`src/rtl/cache_req_arbiter_if.sv`:
```
// Bus bundles around the cache request arbiter: requester-side port set and
// the cin/cout-style command port towards the cache controller.

// Handshake: req is a level request held until its one-cycle ack; gnt marks
// ownership from ISSUE through WAIT; c_start is a single-cycle command strobe
// answered by c_done, with c_rdata valid in the same cycle as c_done.
interface cache_req_if #(
    parameter int NUM_REQ = 4,
    parameter int ADDR_W  = 8,
    parameter int DATA_W  = 8
);
    logic [NUM_REQ-1:0]        req;
    logic [NUM_REQ-1:0]        req_we;
    logic [NUM_REQ*ADDR_W-1:0] req_addr;
    logic [NUM_REQ*DATA_W-1:0] req_wdata;
    logic [NUM_REQ-1:0]        gnt;
    logic [NUM_REQ-1:0]        ack;
    logic [DATA_W-1:0]         rdata;
    logic                      err;

    modport master (
        output req, req_we, req_addr, req_wdata,
        input  gnt, ack, rdata, err
    );

    modport slave (
        input  req, req_we, req_addr, req_wdata,
        output gnt, ack, rdata, err
    );
endinterface

interface cache_cmd_if #(
    parameter int ADDR_W = 8,
    parameter int DATA_W = 8
);
    logic              c_start;
    logic              c_we;
    logic [ADDR_W-1:0] c_addr;
    logic [DATA_W-1:0] c_wdata;
    logic              c_done;
    logic [DATA_W-1:0] c_rdata;

    modport master (
        output c_start, c_we, c_addr, c_wdata,
        input  c_done, c_rdata
    );

    modport slave (
        input  c_start, c_we, c_addr, c_wdata,
        output c_done, c_rdata
    );
endinterface

```
`src/rtl/cache_req_arbiter.sv`:
```
// Round-robin arbiter sharing one cache control unit among NUM_REQ requesters,
// with a bounded wait for completion and a one-cycle acknowledge per request.
module cache_req_arbiter #(
    parameter int NUM_REQ = 4,
    parameter int ADDR_W  = 8,
    parameter int DATA_W  = 8,
    parameter int TIMEOUT = 15
) (
    input  logic        clk,
    input  logic        rst_b,
    cache_req_if.slave  rq,
    cache_cmd_if.master cc,
    output logic        busy,
    output logic [1:0]  state_dbg
);
    localparam int IDX_W = (NUM_REQ > 1) ? $clog2(NUM_REQ) : 1;
    localparam int CNT_W = $clog2(TIMEOUT + 1);
    localparam logic [CNT_W-1:0] CNT_LAST = CNT_W'(TIMEOUT - 1);
    localparam logic [IDX_W-1:0] IDX_LAST = IDX_W'(NUM_REQ - 1);

    typedef enum logic [1:0] {
        S_IDLE  = 2'd0,
        S_ISSUE = 2'd1,
        S_WAIT  = 2'd2,
        S_RESP  = 2'd3
    } state_t;

    state_t            state;
    state_t            state_nxt;
    logic [IDX_W-1:0]  ptr;
    logic [IDX_W-1:0]  idx;
    logic [IDX_W-1:0]  arb_idx;
    logic [IDX_W-1:0]  cand;
    logic              arb_found;
    logic              sel_we;
    logic [ADDR_W-1:0] sel_addr;
    logic [DATA_W-1:0] sel_wdata;
    logic [CNT_W-1:0]  cnt;
    logic              timeout_hit;
    logic              lat_we;
    logic [ADDR_W-1:0] lat_addr;
    logic [DATA_W-1:0] lat_wdata;
    logic [DATA_W-1:0] rdata_q;
    logic              err_q;

    // First requester with req high, scanning ptr, ptr+1, ... modulo NUM_REQ.
    always_comb begin
        arb_found = 1'b0;
        arb_idx   = '0;
        cand      = '0;
        for (int k = 0; k < NUM_REQ; k++) begin
            cand = IDX_W'((int'(ptr) + k) % NUM_REQ);
            if (!arb_found && rq.req[cand]) begin
                arb_found = 1'b1;
                arb_idx   = cand;
            end
        end
    end

    always_comb begin
        sel_we    = 1'b0;
        sel_addr  = '0;
        sel_wdata = '0;
        for (int i = 0; i < NUM_REQ; i++) begin
            if (arb_idx == IDX_W'(i)) begin
                sel_we    = rq.req_we[i];
                sel_addr  = rq.req_addr[i*ADDR_W +: ADDR_W];
                sel_wdata = rq.req_wdata[i*DATA_W +: DATA_W];
            end
        end
    end

    assign timeout_hit = (cnt == CNT_LAST);

    always_ff @(posedge clk or negedge rst_b) begin
        if (!rst_b) begin
            state <= S_IDLE;
        end else begin
            state <= state_nxt;
        end
    end

    always_comb begin
        state_nxt = state;
        case (state)
            S_IDLE:  if (arb_found) state_nxt = S_ISSUE;
            S_ISSUE: state_nxt = S_WAIT;
            S_WAIT:  if (cc.c_done || timeout_hit) state_nxt = S_RESP;
            S_RESP:  state_nxt = S_IDLE;
            default: state_nxt = S_IDLE;
        endcase
    end

    // Command fields are captured on the winning edge so later requester
    // changes cannot disturb an in-flight transaction.
    always_ff @(posedge clk or negedge rst_b) begin
        if (!rst_b) begin
            ptr       <= '0;
            idx       <= '0;
            cnt       <= '0;
            lat_we    <= 1'b0;
            lat_addr  <= '0;
            lat_wdata <= '0;
            rdata_q   <= '0;
            err_q     <= 1'b0;
        end else begin
            case (state)
                S_IDLE: begin
                    if (arb_found) begin
                        idx       <= arb_idx;
                        lat_we    <= sel_we;
                        lat_addr  <= sel_addr;
                        lat_wdata <= sel_wdata;
                    end
                end
                S_ISSUE: cnt <= '0;
                S_WAIT: begin
                    if (cc.c_done) begin
                        rdata_q <= cc.c_rdata;
                        err_q   <= 1'b0;
                    end else if (timeout_hit) begin
                        rdata_q <= '0;
                        err_q   <= 1'b1;
                    end else begin
                        cnt <= cnt + 1'b1;
                    end
                end
                S_RESP: ptr <= (idx == IDX_LAST) ? '0 : idx + 1'b1;
                default: ;
            endcase
        end
    end

    always_comb begin
        rq.gnt     = '0;
        rq.ack     = '0;
        cc.c_start = 1'b0;
        busy       = (state != S_IDLE);
        case (state)
            S_ISSUE: begin
                cc.c_start  = 1'b1;
                rq.gnt[idx] = 1'b1;
            end
            S_WAIT:  rq.gnt[idx] = 1'b1;
            S_RESP:  rq.ack[idx] = 1'b1;
            default: ;
        endcase
    end

    assign cc.c_we    = lat_we;
    assign cc.c_addr  = lat_addr;
    assign cc.c_wdata = lat_wdata;
    assign rq.rdata   = rdata_q;
    assign rq.err     = err_q;
    assign state_dbg  = state;
endmodule

```
`src/flat_wrapper.sv`:
```
// flat-port wrapper written by rule: the top's interface ports become plain ports
module cache_req_arbiter_flat 
#(
    parameter int NUM_REQ = 4,
    parameter int ADDR_W  = 8,
    parameter int DATA_W  = 8,
    parameter int TIMEOUT = 15
)
  (clk, rst_b, busy, state_dbg, rq_req, rq_req_we, rq_req_addr, rq_req_wdata, rq_gnt, rq_ack, rq_rdata, rq_err, cc_c_start, cc_c_we, cc_c_addr, cc_c_wdata, cc_c_done, cc_c_rdata);
  cache_req_if #(.NUM_REQ(NUM_REQ), .ADDR_W(ADDR_W), .DATA_W(DATA_W)) rq_i ();
  cache_cmd_if #(.ADDR_W(ADDR_W), .DATA_W(DATA_W)) cc_i ();
  input  logic clk;
  input  logic rst_b;
  output logic busy;
  output logic [1:0] state_dbg;
  input wire logic [$bits(rq_i.req)-1:0] rq_req;
  input wire logic [$bits(rq_i.req_we)-1:0] rq_req_we;
  input wire logic [$bits(rq_i.req_addr)-1:0] rq_req_addr;
  input wire logic [$bits(rq_i.req_wdata)-1:0] rq_req_wdata;
  output wire logic [$bits(rq_i.gnt)-1:0] rq_gnt;
  output wire logic [$bits(rq_i.ack)-1:0] rq_ack;
  output wire logic [$bits(rq_i.rdata)-1:0] rq_rdata;
  output wire logic [$bits(rq_i.err)-1:0] rq_err;
  output wire logic [$bits(cc_i.c_start)-1:0] cc_c_start;
  output wire logic [$bits(cc_i.c_we)-1:0] cc_c_we;
  output wire logic [$bits(cc_i.c_addr)-1:0] cc_c_addr;
  output wire logic [$bits(cc_i.c_wdata)-1:0] cc_c_wdata;
  input wire logic [$bits(cc_i.c_done)-1:0] cc_c_done;
  input wire logic [$bits(cc_i.c_rdata)-1:0] cc_c_rdata;
  assign rq_i.req = rq_req;
  assign rq_i.req_we = rq_req_we;
  assign rq_i.req_addr = rq_req_addr;
  assign rq_i.req_wdata = rq_req_wdata;
  assign rq_gnt = rq_i.gnt;
  assign rq_ack = rq_i.ack;
  assign rq_rdata = rq_i.rdata;
  assign rq_err = rq_i.err;
  assign cc_c_start = cc_i.c_start;
  assign cc_c_we = cc_i.c_we;
  assign cc_c_addr = cc_i.c_addr;
  assign cc_c_wdata = cc_i.c_wdata;
  assign cc_i.c_done = cc_c_done;
  assign cc_i.c_rdata = cc_c_rdata;
  cache_req_arbiter #(.NUM_REQ(NUM_REQ), .ADDR_W(ADDR_W), .DATA_W(DATA_W), .TIMEOUT(TIMEOUT)) u_core (.clk(clk), .rst_b(rst_b), .rq(rq_i), .cc(cc_i), .busy(busy), .state_dbg(state_dbg));
endmodule
```
`config.mk`:
```
export PLATFORM = sky130hd
export DESIGN_NAME = cache_req_arbiter_flat
export DESIGN_NICKNAME = d
export VERILOG_FILES = /design/src/rtl/cache_req_arbiter_if.sv /design/src/rtl/cache_req_arbiter.sv /design/src/flat_wrapper.sv
export SDC_FILE = /design/constraint.sdc
export NUM_CORES = 1
export LEC_CHECK = 0
export ABC_AREA = 1
export CAP_MARGIN = 10
export CORE_UTILIZATION = 46
export CTS_CLUSTER_DIAMETER = 30
export DETAILED_ROUTE_END_ITERATION = 16
export PLACE_DENSITY = 0.87
export SETUP_SLACK_MARGIN = 0.15
export SLEW_MARGIN = 10
export SYNTH_ARGS = -nofsm -noshare
export SYNTH_HDL_FRONTEND = slang
export SYNTH_SLANG_ARGS = --single-unit
export TNS_END_PERCENT = 100
```
`constraint.sdc`:
```
create_clock -name clk -period 3.01 [get_ports clk]
set_input_delay 0.602 -clock clk [delete_from_list [all_inputs] [get_ports clk]]
set_output_delay 0.602 -clock clk [all_outputs]
set_load 0.005 [all_outputs]
```
Word level (Yosys, flattened, before mapping):

Index checks and enable logic that the tools add are counted.

* $lt $le $gt $ge: 6
* reduce and logical (&&, ||, !) cells: 18
* add/subtract/negate cells: 5
* equality and inequality tests: 12
* muxes and demuxes: 44

Operators by type and width (number)
* 8-bit two-way mux: 10
* 1-bit two-way mux: 16
* 4-bit two-way mux: 4
* 2-bit by 3-bit < comparator with 1-bit output (second input constant): 5
* 2-bit two-way mux: 7
* 2-bit equality test (second input constant): 5
* 1-bit binary-select mux with 2-bit select: 4
* 2-bit one-hot mux with 4 select lines: 1
* 4-bit one-hot mux with 2 select lines: 1
* 2-bit AND reduction: 3
* 2-bit nonzero test: 3
* 2-bit by 1-bit adder with 2-bit output (second input constant): 2
* 2-bit adder (second input constant): 2
* 4-bit by 1-bit adder with 4-bit output (second input constant): 1
* 2-bit by 1-bit equality test with 1-bit output (second input constant): 2
* 4-bit equality test (second input constant): 1
* 1-bit logical AND: 4
* 2-bit zero test: 2
* 2-bit by 1-bit != test with 1-bit output (second input constant): 2
* 2-bit != test (second input constant): 2
* 1-bit zero test: 3
* 3-bit AND reduction: 1
* 1-bit demux with 2-bit select: 1
* 2-bit by 1-bit greater-or-equal comparator with 1-bit output (second input constant): 1
* 2 further kinds: 2

* input port bits: 83
* logic and storage cells: 94
* register bits: 36
* output and inout bits: 38

Longest topological paths before layout:

Gate-level depths: netlist of the first run.

* word-level depth: 17
* mapped depth: 16
* mapped depth without buffers: 15

Worst setup path after synthesis of the first run:

Ideal clock, no wire load.

* path kind: input port to flip-flop
* start point: in rq_req[0]
* end point: reg u_core.lat_addr[7] (netlist: u_core.cc.c_addr[7])
* data arrival time: 1768 ps
* slack: 1126 ps
* cell stages on the path: 15
* buffers on the path: 1
* setup time: 116 ps
* required time: 2894 ps
* cell sequence: inv_1 nand2_1 nand3_2 nand2_1 nor2_1 nand3_1 nand2_1 nand2_2 nor2_2 buf_2 nand2_1 nand2_1 inv_1 nand2_1 nand2_1

* word-level cells in the longest chain between the ends: 17
* elaborated cells between the ends (all ways): 31
* classes of those cells: eq/ne (3); mux (20); reduce/logical (8)

Ends and longest elaborated chain
* start: declaration: RTL line flat_wrapper.sv:16 `input wire logic [$bits(rq_i.req)-1:0] rq_req;`
* 1-bit binary-select mux with 2-bit select: RTL line cache_req_arbiter.sv:53 `if (!arb_found && rq.req[cand]) begin`
* 1-bit two-way mux (implied by the code): RTL line cache_req_arbiter.sv:53
* 1-bit two-way mux: RTL line cache_req_arbiter.sv:53
* 1-bit zero test: RTL line cache_req_arbiter.sv:53
* 1-bit logical AND: RTL line cache_req_arbiter.sv:53
* 1-bit two-way mux: RTL line cache_req_arbiter.sv:53
* 1-bit zero test: RTL line cache_req_arbiter.sv:53
* 1-bit logical AND: RTL line cache_req_arbiter.sv:53
* 1-bit two-way mux: RTL line cache_req_arbiter.sv:53
* 1-bit zero test: RTL line cache_req_arbiter.sv:53
* 1-bit logical AND: RTL line cache_req_arbiter.sv:53
* 2-bit two-way mux: RTL line cache_req_arbiter.sv:53
* 2-bit zero test: RTL line cache_req_arbiter.sv:65 `if (arb_idx == IDX_W'(i)) begin`
* 8-bit two-way mux (4 in series): RTL line cache_req_arbiter.sv:65
* end signal: assignment: RTL line cache_req_arbiter.sv:112 `lat_addr <= sel_addr;`
* end: declaration: RTL line cache_req_arbiter.sv:41 `logic [ADDR_W-1:0] lat_addr;`

Parallel ways exist; a longest one is shown, timed or not. The select of a mux whose other input is x is not followed.
A chain may end at the register's enable or synchronous reset.

Worst setup path after layout of the first run:

* start point: in rq_req[1]
* end point: reg u_core.lat_wdata[0] (netlist: u_core.cc.c_wdata[0])

* word-level cells in the longest chain between the ends: 17
* elaborated cells between the ends (all ways): 31
* classes of those cells: eq/ne (3); mux (20); reduce/logical (8)

Ends and longest elaborated chain
* 1-bit binary-select mux with 2-bit select: RTL line cache_req_arbiter.sv:53
* 1-bit two-way mux (implied by the code): RTL line cache_req_arbiter.sv:53
* 1-bit two-way mux: RTL line cache_req_arbiter.sv:53
* 1-bit zero test: RTL line cache_req_arbiter.sv:53
* 1-bit logical AND: RTL line cache_req_arbiter.sv:53
* 1-bit two-way mux: RTL line cache_req_arbiter.sv:53
* 1-bit zero test: RTL line cache_req_arbiter.sv:53
* 1-bit logical AND: RTL line cache_req_arbiter.sv:53
* 1-bit two-way mux: RTL line cache_req_arbiter.sv:53
* 1-bit zero test: RTL line cache_req_arbiter.sv:53
* 1-bit logical AND: RTL line cache_req_arbiter.sv:53
* 2-bit two-way mux: RTL line cache_req_arbiter.sv:53
* 2-bit zero test: RTL line cache_req_arbiter.sv:65
* 8-bit two-way mux (4 in series): RTL line cache_req_arbiter.sv:65
* end signal: assignment: RTL line cache_req_arbiter.sv:113 `lat_wdata <= sel_wdata;`
* end: declaration: RTL line cache_req_arbiter.sv:42 `logic [DATA_W-1:0] lat_wdata;`

Parallel ways exist; a longest one is shown, timed or not. The select of a mux whose other input is x is not followed.

==> flow_summary.ini, run 1 <==
[final_layout]
syn2layout_area_growth_pct = 50.6
mostFrequentLayoutCells = 174 x nand2_1, 119 x clkdlybuf4s50_1, 83 x inv_1
fill_cells = 467
diodes = 0
final_common_cell = nand2_1
stdcell_count = 622
drive_above_1_share_pct = 5.45
final_cell_area_mm2 = 0.00402
nets = 643

[cts]
cts_setup_buffers = 0
cts_hold_buf = 0
cts_resized = 0
cts.clk_slew.worst_paths_ns = 0.08
cts_made_buffers = 5
cts_max_path_buffers = 2
cts_root_buf = clkbuf_8
clock_latency_ns = 0.30
clkSinkCount = 36
cts-htree-levels = 2
cts_tree = done

[synthesis]
syn_area_mm2 = 0.00267
syn_avg_cell_area_um2 = 6.23
synth_nets = 523
ys_seq_elements = 36
synth_warnings = 0
synth.distinct_cells = 25
syn-instance-count = 429
seq_area_frac_synth_pct = 33.7

[global_routing]
grt_pass1_vias = 2673
antenna_found_initial = 0
globalRouteOverflowTotal = 0
track_usage_pct = 24.7
grt_max_degree = 37
grt_pass1_wl_um = 11800

[floorplan]
pin_count = 121
dieHeight_um = 78.2
start_util_pct = 48.2
coreArea_mm2 = 0.00554
rows = 27
die_w_um = 78.2
die_area_mm2 = 0.00612

[worst_setup_path]
cp.required_ns = 3.20
startpoint_type = input pin
worstPathMaxFanout = 30
critical_path_class = in -> reg
cp-end-kind = flop
cp_data_arrival_time_ns = 2.72

[drt]
routed_wl_um = 7470
routedWlPerCell_um = 12.0
drc = 0
drtAntennaViolNets = 0
drt_first_pass_iters = 4
routed-via-count = 2969
viasPerCell = 4.77
drt_iter0_drc = 153

[sta]
setup_viol = 0
slew-limit-headroom_pct = 45.8
rsz0062_at_grt = false
hold_viol = 0
fin_crit_sh_pct = 84.0
worstMarginPinSlew_ns = 0.814
final_max_slew_viol_count = 0
tns_ns = 0
fin_crit_ns = 2.53
fin_worst_skew_ns = 0.00589
max_freq_mhz = 396

[placed_design]
port_buffers = 120
place_area_mm2 = 0.00391
place_congestion = 0.929
dp_hpwl_um = 5760
dp.cells = 614

[pwr]
p_leak_nw = 2.24
p_per_area_mw_per_mm2 = 1020
max-vdd-ir-drop_mv = 0.673

[flow_run]
cap_violations = 0

[min_path]
hp-class = in -> async

[status]
status = finished clean
-- through the flow --
| step | setup slack, ns | hold WS, ns | power (mW) | utilization [%] |
|---|---|---|---|---|
| floorplan | 1.13 | 0.306 | 2.75 | - |
| global placement | 0.356 | 0.464 | 3.57 | 70.6 |
| detailed placement | 0.188 | 0.464 | 3.68 | 70.6 |
| CTS | 0.480 | 0.420 | 4.13 | 72.6 |
| global route | 0.226 | 0.458 | 4.53 | 72.6 |
| finish | 0.482 | 0.388 | 4.12 | 72.6 |
-- final timing paths --
kind	startpoint	endpoint	slack, ns	cells past startpoint
max in group asynchronous	rst_b	u_core.ptr[1]	2.10	1
setup reg to reg	u_core.ptr[0]	u_core.cc.c_wdata[0]	0.53	15
setup / recovery	rq_req[1]	u_core.cc.c_wdata[0]	0.48	16
hold reg to reg	u_core.cc.c_addr[7]	u_core.cc.c_addr[7]	0.48	2
hold / removal	rst_b	u_core.rq.rdata[7]	0.39	1
min in group clk	u_core.cc.c_addr[7]	u_core.cc.c_addr[7]	0.48	2
-- cell families (layout without fill, tap and decap cells) --
logic type / after synthesis / count (layout) / share of synthesized area [%]
fa+ha+maj: 11 / 11 / 5.15
flops: 36 / 36 / 33.7
xor+xnor: 2 / 2 / 0.656
compound gates: 26 / 26 / 6.46
simple gates: 254 / 254 / 38.5
buf+inv: 100 / 221 / 15.5
-- metal layers --
layer	up-vias	share of wire, %	global-route usage (%)
met5	-	0	0
met4	0	2.8	11.7
met3	17	5.0	3.72
met2	95	52	45.6
met1	1347	40	27.7
li1	1510	-	-
-- worst max-delay path, stage by stage --
cell and delay (ns):
clkdlybuf4s50_1 0.43, inv_1 0.10, nand2_2 0.07, nand3_2 0.11
nand2_1 0.11, nor2_1 0.18, nand3_1 0.09, nand2_1 0.08
nand2_2 0.17, nor2_2 0.12, buf_4 0.30, nand2_1 0.09
nand2_1 0.08, inv_1 0.06, nand2_1 0.07, nand2_1 0.05
-- synth_stat cells --
cell type  number  area, um^2
xnor2_1         1        8.76
buf_6           3        33.8
dfrtp_1        36         901
nor2_2          3        18.8
nor2_1         34         128
ha_1           11         138
buf_2           4        20.0
buf_4           3        22.5
o31ai_1         1        7.51
a31o_2          1        8.76
nand4_1         2        12.5
o21ai_0         9        45.0
o21ai_1         1        5.00
nand3_2         1        10.0
xor2_1          1        8.76
clkinv_1        1        3.75
nand2_2         6        37.5
nand2_1       174         653
inv_2           4        15.0
a21oi_1         5        25.0
a21boi_2        1        11.3
a22o_1          8        70.1
nand3_1        34         170
inv_1          83         312
clkbuf_1        2        7.51
-- cell type report --
class	instances	area [um^2]	area share, %
tap	72	90.1	2.24
clock buffer	5	68.8	1.71
sequential	36	901	22.4
clock inverter	3	42.5	1.06
inverter	88	330	8.21
multi-input combinational	293	1360	33.7
timing repair buffer	125	1230	30.7
-- where the power goes --
group / total, mW / switching [mW] / internal, mW
Combinational: 2.77 / 1.56 / 1.21
Clock: 0.436 / 0.191 / 0.245
Sequential: 0.916 / 0.192 / 0.724
-- registers in the layout, summed over array words and instances (netlist names) --
signal / cells
u_core.state_dbg: 2
u_core.rq.rdata: 8
u_core.idx: 2
u_core.cc.c_addr: 8
u_core.cnt: 4
u_core.cc.c_we: 1
u_core.rq.err: 1
u_core.ptr: 2
u_core.cc.c_wdata: 8
No activity file was read; power rests on OpenSTA's default activity.
==> run 2, diff against run 1 <==
--- a/config.mk
+++ b/config.mk
@@ -7,10 +7,10 @@
 export LEC_CHECK = 0
 export ABC_AREA = 1
 export CAP_MARGIN = 10
-export CORE_UTILIZATION = 46
+export CORE_UTILIZATION = 42
 export CTS_CLUSTER_DIAMETER = 30
 export DETAILED_ROUTE_END_ITERATION = 16
-export PLACE_DENSITY = 0.87
+export PLACE_DENSITY = 0.81
 export SETUP_SLACK_MARGIN = 0.15
 export SLEW_MARGIN = 10
 export SYNTH_ARGS = -nofsm -noshare
==> constraint.sdc (replaced) <==
create_clock -name clk -period 2.38 [get_ports clk]
set_input_delay 0.476 -clock clk [delete_from_list [all_inputs] [get_ports clk]]
set_output_delay 0.476 -clock clk [all_outputs]
set_load 0.005 [all_outputs]
==> flow_summary.ini, run 2 (synthesis gave the netlist of run 1 again) <==
[drt]
routed-via-count = 2985
routed_wl_um = 7490
drc = 0
routedWlPerCell_um = 11.8
viasPerCell = 4.69
drtAntennaViolNets = 0
drt_first_pass_iters = 4
drt_iter0_drc = 125

[sta]
fin_crit_ns = 2.15
holdWs_ns = 0.274
setup_viol = 0
tns_ns = 0
max_freq_mhz = 466
fin_worst_skew_ns = 0.00528
worstMarginPinSlew_ns = 0.803
final_max_slew_viol_count = 0
slew-limit-headroom_pct = 46.5
rsz0062_at_grt = true
hold_viol = 0
setup_slack_ns = 0.233
fin_crit_sh_pct = 90.2

[final_layout]
diodes = 0
final_common_cell = nand2_1
mostFrequentLayoutCells = 172 x nand2_1, 115 x clkdlybuf4s50_1, 79 x inv_1
fill_cells = 532
nets = 654
postLayoutCoreUtil_pct = 69.8
syn2layout_area_growth_pct = 57.4
drive_above_1_share_pct = 9.27

[worst_setup_path]
timing.rr.end = u_core.cc.c_addr[2]
r2r_setup_slack_ns = 0.31
worstPathMaxFanout = 8
cp.buffers_inverters = 3
critical_path_class = reg -> out
r2r-start = u_core.ptr[0]
cp-end-kind = output pin
slowest_delay_ns = 0.49
startpoint_type = flop
worstPathCellList = buf_4, ha_1, nand2_1, inv_1, clkdlybuf4s50_1
reg2reg_depth = 15
cp.required_ns = 1.90
critical_path.top_delay_family = buffers and inverters
cp_data_arrival_time_ns = 1.67
critPathSlowestCell = clkdlybuf4s50_1

[cts]
clock_latency_ns = 0.29
cts_max_path_buffers = 2
cts.clk_slew.worst_paths_ns = 0.07
clkSinkCount = 36
cts_hold_buf = 0
cts_made_buffers = 5
cts-htree-levels = 2
cts_root_buf = clkbuf_8
cts_tree = done

[global_routing]
track_usage_pct = 22.9
antenna_found_initial = 0
globalRouteOverflowTotal = 0
grt_pass1_vias = 2749
grt_pass1_wl_um = 11900
grt_max_degree = 37

[pwr]
p_per_area_mw_per_mm2 = 1350
p_leak_nw = 2.35
max-vdd-ir-drop_mv = 0.659

[flow_run]
cap_violations = 0

[placed_design]
dp_hpwl_um = 5700
place_congestion = 0.913
pre_cts_slack_ns = -0.0560
port_buffers = 120

[floorplan]
start_util_pct = 44.4
die_area_mm2 = 0.00669
coreArea_mm2 = 0.00603
rows = 28
die_w_um = 81.8
pin_count = 121
dieHeight_um = 81.8

[status]
status = finished clean

[min_path]
hp-class = in -> async
run 2: through the flow:
stage,instance area [um^2],cells,total power [mW]
after floorplan,2670,429,3.48
after global placement,3990,624,4.81
after detailed placement,3990,624,4.91
after CTS,4130,634,5.54
after global routing,4210,636,6.25
final,4210,636,5.69
run 2: how the worst max path moves through the flow:
stage / from / endpoint / slack [ns] / depth (start not counted)
global route: u_core.ptr[0] / u_core.cc.c_wdata[7] / 0.11 / 15
finish: u_core.state_dbg[0] / rq_ack[1] / 0.23 / 5
floorplan: u_core.ptr[0] / u_core.cc.c_wdata[2] / 0.61 / 15
detailed placement: rq_req[1] / u_core.cc.c_wdata[1] / -0.06 / 15
CTS: u_core.ptr[0] / u_core.cc.c_wdata[7] / 0.17 / 15
global placement: rq_req[0] / u_core.cc.c_wdata[0] / 0.007 / 15
run 2: where the power goes:
part | switching, mW | leakage [nW] | internal (mW)
sequential | 0.237 | 0.448 | 0.918
combinational | 2.13 | 1.85 | 1.87
clock | 0.221 | 0.0541 | 0.310
total | 2.59 | 2.35 | 3.10
run 2: metal layers:
metal / wire [um] / track usage [%]
met1: 3170 / 27.0
met2: 3730 / 41.2
met3: 489 / 5.11
met4: 100 / 6.49
met5: 0 / 0
run 2: cell type report:
class	count	area, um^2	share of cell area (%)
clock inverter	3	42.5	1.01
tap	75	93.8	2.23
inverter	88	338	8.03
multi-input combinational	293	1390	33.1
clock buffer	5	68.8	1.64
sequential	36	902	21.5
timing repair buffer	136	1370	32.5
run 2: repair_timing:
| item | 4_1_cts | 5_1_grt |
|---|---|---|
| resized for setup | 1 | 25 |
| cloned | 0 | 1 |
| pin swaps | 0 | 4 |
| setup endpoints to repair | 4 | 21 |
| setup buffers | 2 | 1 |
==> run 3, diff against run 2 <==
--- a/config.mk
+++ b/config.mk
@@ -11,6 +11,7 @@
 export CTS_CLUSTER_DIAMETER = 30
 export DETAILED_ROUTE_END_ITERATION = 16
 export PLACE_DENSITY = 0.81
+export REMOVE_ABC_BUFFERS = 1
 export SETUP_SLACK_MARGIN = 0.15
 export SLEW_MARGIN = 10
 export SYNTH_ARGS = -nofsm -noshare
==> flow_summary.ini, run 3 (synthesis gave the netlist of run 1 again) <==
[status]
status = finished clean

[sta]
fin_crit_ns = 2.14
tns_ns = 0
hold_viol = 0
max_freq_mhz = 467
setup_viol = 0
slew-limit-headroom_pct = 44.2
fin_worst_skew_ns = 0.0102
fin_crit_sh_pct = 90.0
worstMarginPinSlew_ns = 0.837
holdWs_ns = 0.286
rsz0062_at_grt = false
final_max_slew_viol_count = 0

[cts]
cts_tree = done
cts-htree-levels = 2
clock_latency_ns = 0.29
clkSinkCount = 36
cts_max_path_buffers = 2
cts.clk_slew.worst_paths_ns = 0.08
cts_root_buf = clkbuf_8
cts_made_buffers = 5

[global_routing]
grt_pass1_wl_um = 12000
grt_pass1_vias = 2818
antenna_found_initial = 0
globalRouteOverflowTotal = 0
grt_max_degree = 37
track_usage_pct = 22.9

[worst_setup_path]
startpoint_type = flop
cp_data_arrival_time_ns = 1.67
cp-end-kind = output pin
critical_path_class = reg -> out
worstPathMaxFanout = 5
crit_path_frequent_cell = inv_1
cp.required_ns = 1.90
critPathSlowestCell = clkdlybuf4s50_1
slowest_delay_ns = 0.48
worstPathCellList = inv_1, ha_4, nand2_1, inv_1, clkdlybuf4s50_1

[drt]
viasPerCell = 4.73
drtAntennaViolNets = 0
routed.top_layer = met4
routedWlPerCell_um = 12.1
wl_met2_um = 3880
drt_first_pass_iters = 4
drt-met1-wl_um = 3310
routed-wl-met3_um = 441
routed-via-count = 3013
drt_iter0_drc = 141
drc = 0
routed_wl_um = 7700

[placed_design]
place_congestion = 0.854
place_area_mm2 = 0.00398
port_buffers = 120
dp.cells = 622
dp_hpwl_um = 5500

[final_layout]
final_cell_area_mm2 = 0.00425
mostFrequentLayoutCells = 172 x nand2_1, 115 x clkdlybuf4s50_1, 79 x inv_1
diodes = 0
stdcell_count = 637
nets = 655
syn2layout_area_growth_pct = 59.1
final_common_cell = nand2_1
drive_above_1_share_pct = 9.96

[pwr]
p_per_area_mw_per_mm2 = 1370
max-vdd-ir-drop_mv = 0.690
p_leak_nw = 2.36

[floorplan]
coreArea_mm2 = 0.00603
die_area_mm2 = 0.00669
start_util_pct = 44.4
rows = 28
pin_count = 121
dieHeight_um = 81.8
die_w_um = 81.8

[min_path]
hp-class = in -> async

[flow_run]
cap_violations = 0
==> run 3: changes by cell type in the layout (fill, tap and decap cells not counted), sizes merged <==
cell | previous run | this run
clkbuf | 5 | 7
buf | 17 | 16
==> run 3: worst paths after layout <==
kind                       depth (start not counted)  slack, ns                   end            startpoint
setup / recovery                                   5       0.24             rq_gnt[2]   u_core.state_dbg[1]
hold / removal                                     1       0.29   u_core.cc.c_addr[4]                 rst_b
setup reg to reg                                  15       0.31  u_core.cc.c_wdata[4]         u_core.ptr[0]
hold reg to reg                                    2       0.48  u_core.cc.c_wdata[4]  u_core.cc.c_wdata[4]
max in group asynchronous                          1       1.52         u_core.ptr[1]                 rst_b
min in group clk                                   2       0.48  u_core.cc.c_wdata[4]  u_core.cc.c_wdata[4]
==> run 3: metal layers <==
layer  vias to the layer above  GRT usage, %
li1                       1534             -
met1                      1360          28.3
met2                       113          40.6
met3                         6          4.33
met4                         0          5.96
met5                         -             0
==> run 3: layout make-up <==
cell class                      count  area (um^2)
Tap cell                           75         93.8
Sequential cell                    36          903
Clock buffer                        5         68.8
Inverter                           88          335
Fill cell                         505         1770
Timing Repair Buffer              137         1400
Multi-Input combinational cell    293         1410
Clock inverter                      3         42.5
==> run 3: what timing repair did <==
item                                    CTS  global route
cloned                                    0             2
hold buffers                              0             0
buffers inserted                          1             4
endpoints found under the setup margin    4            27
gates resized for setup                   1            23
endpoints found under the hold margin     0             0
pin swaps                                 0             4
==> run 3: critical path: cells and delay by family, from the launching register on <==
family / cells / cell delay (ns)
buf+inv: 3 / 0.64
flops: 1 / 0.38
simple gates: 1 / 0.05
fa+ha+maj: 1 / 0.31
==> run 3: power breakdown <==
group          switching [mW]  total (mW)  internal [mW]
logic                    2.20        4.13           1.94
clock network           0.241       0.551          0.310
registers               0.217        1.14          0.919
total                    2.65        5.82           3.17
==> run 3: metrics by stage <==
| step | setup slack [ns] | util [%] | power, mW |
|---|---|---|---|
| after floorplan | 0.0207 | - | 3.25 |
| after global placement | 0.0243 | 66.0 | 4.77 |
| after detailed placement | -0.0899 | 66.0 | 4.87 |
| after CTS | 0.150 | 68.2 | 5.49 |
| after global routing | 0.136 | 70.6 | 6.40 |
| final | 0.237 | 70.6 | 5.82 |
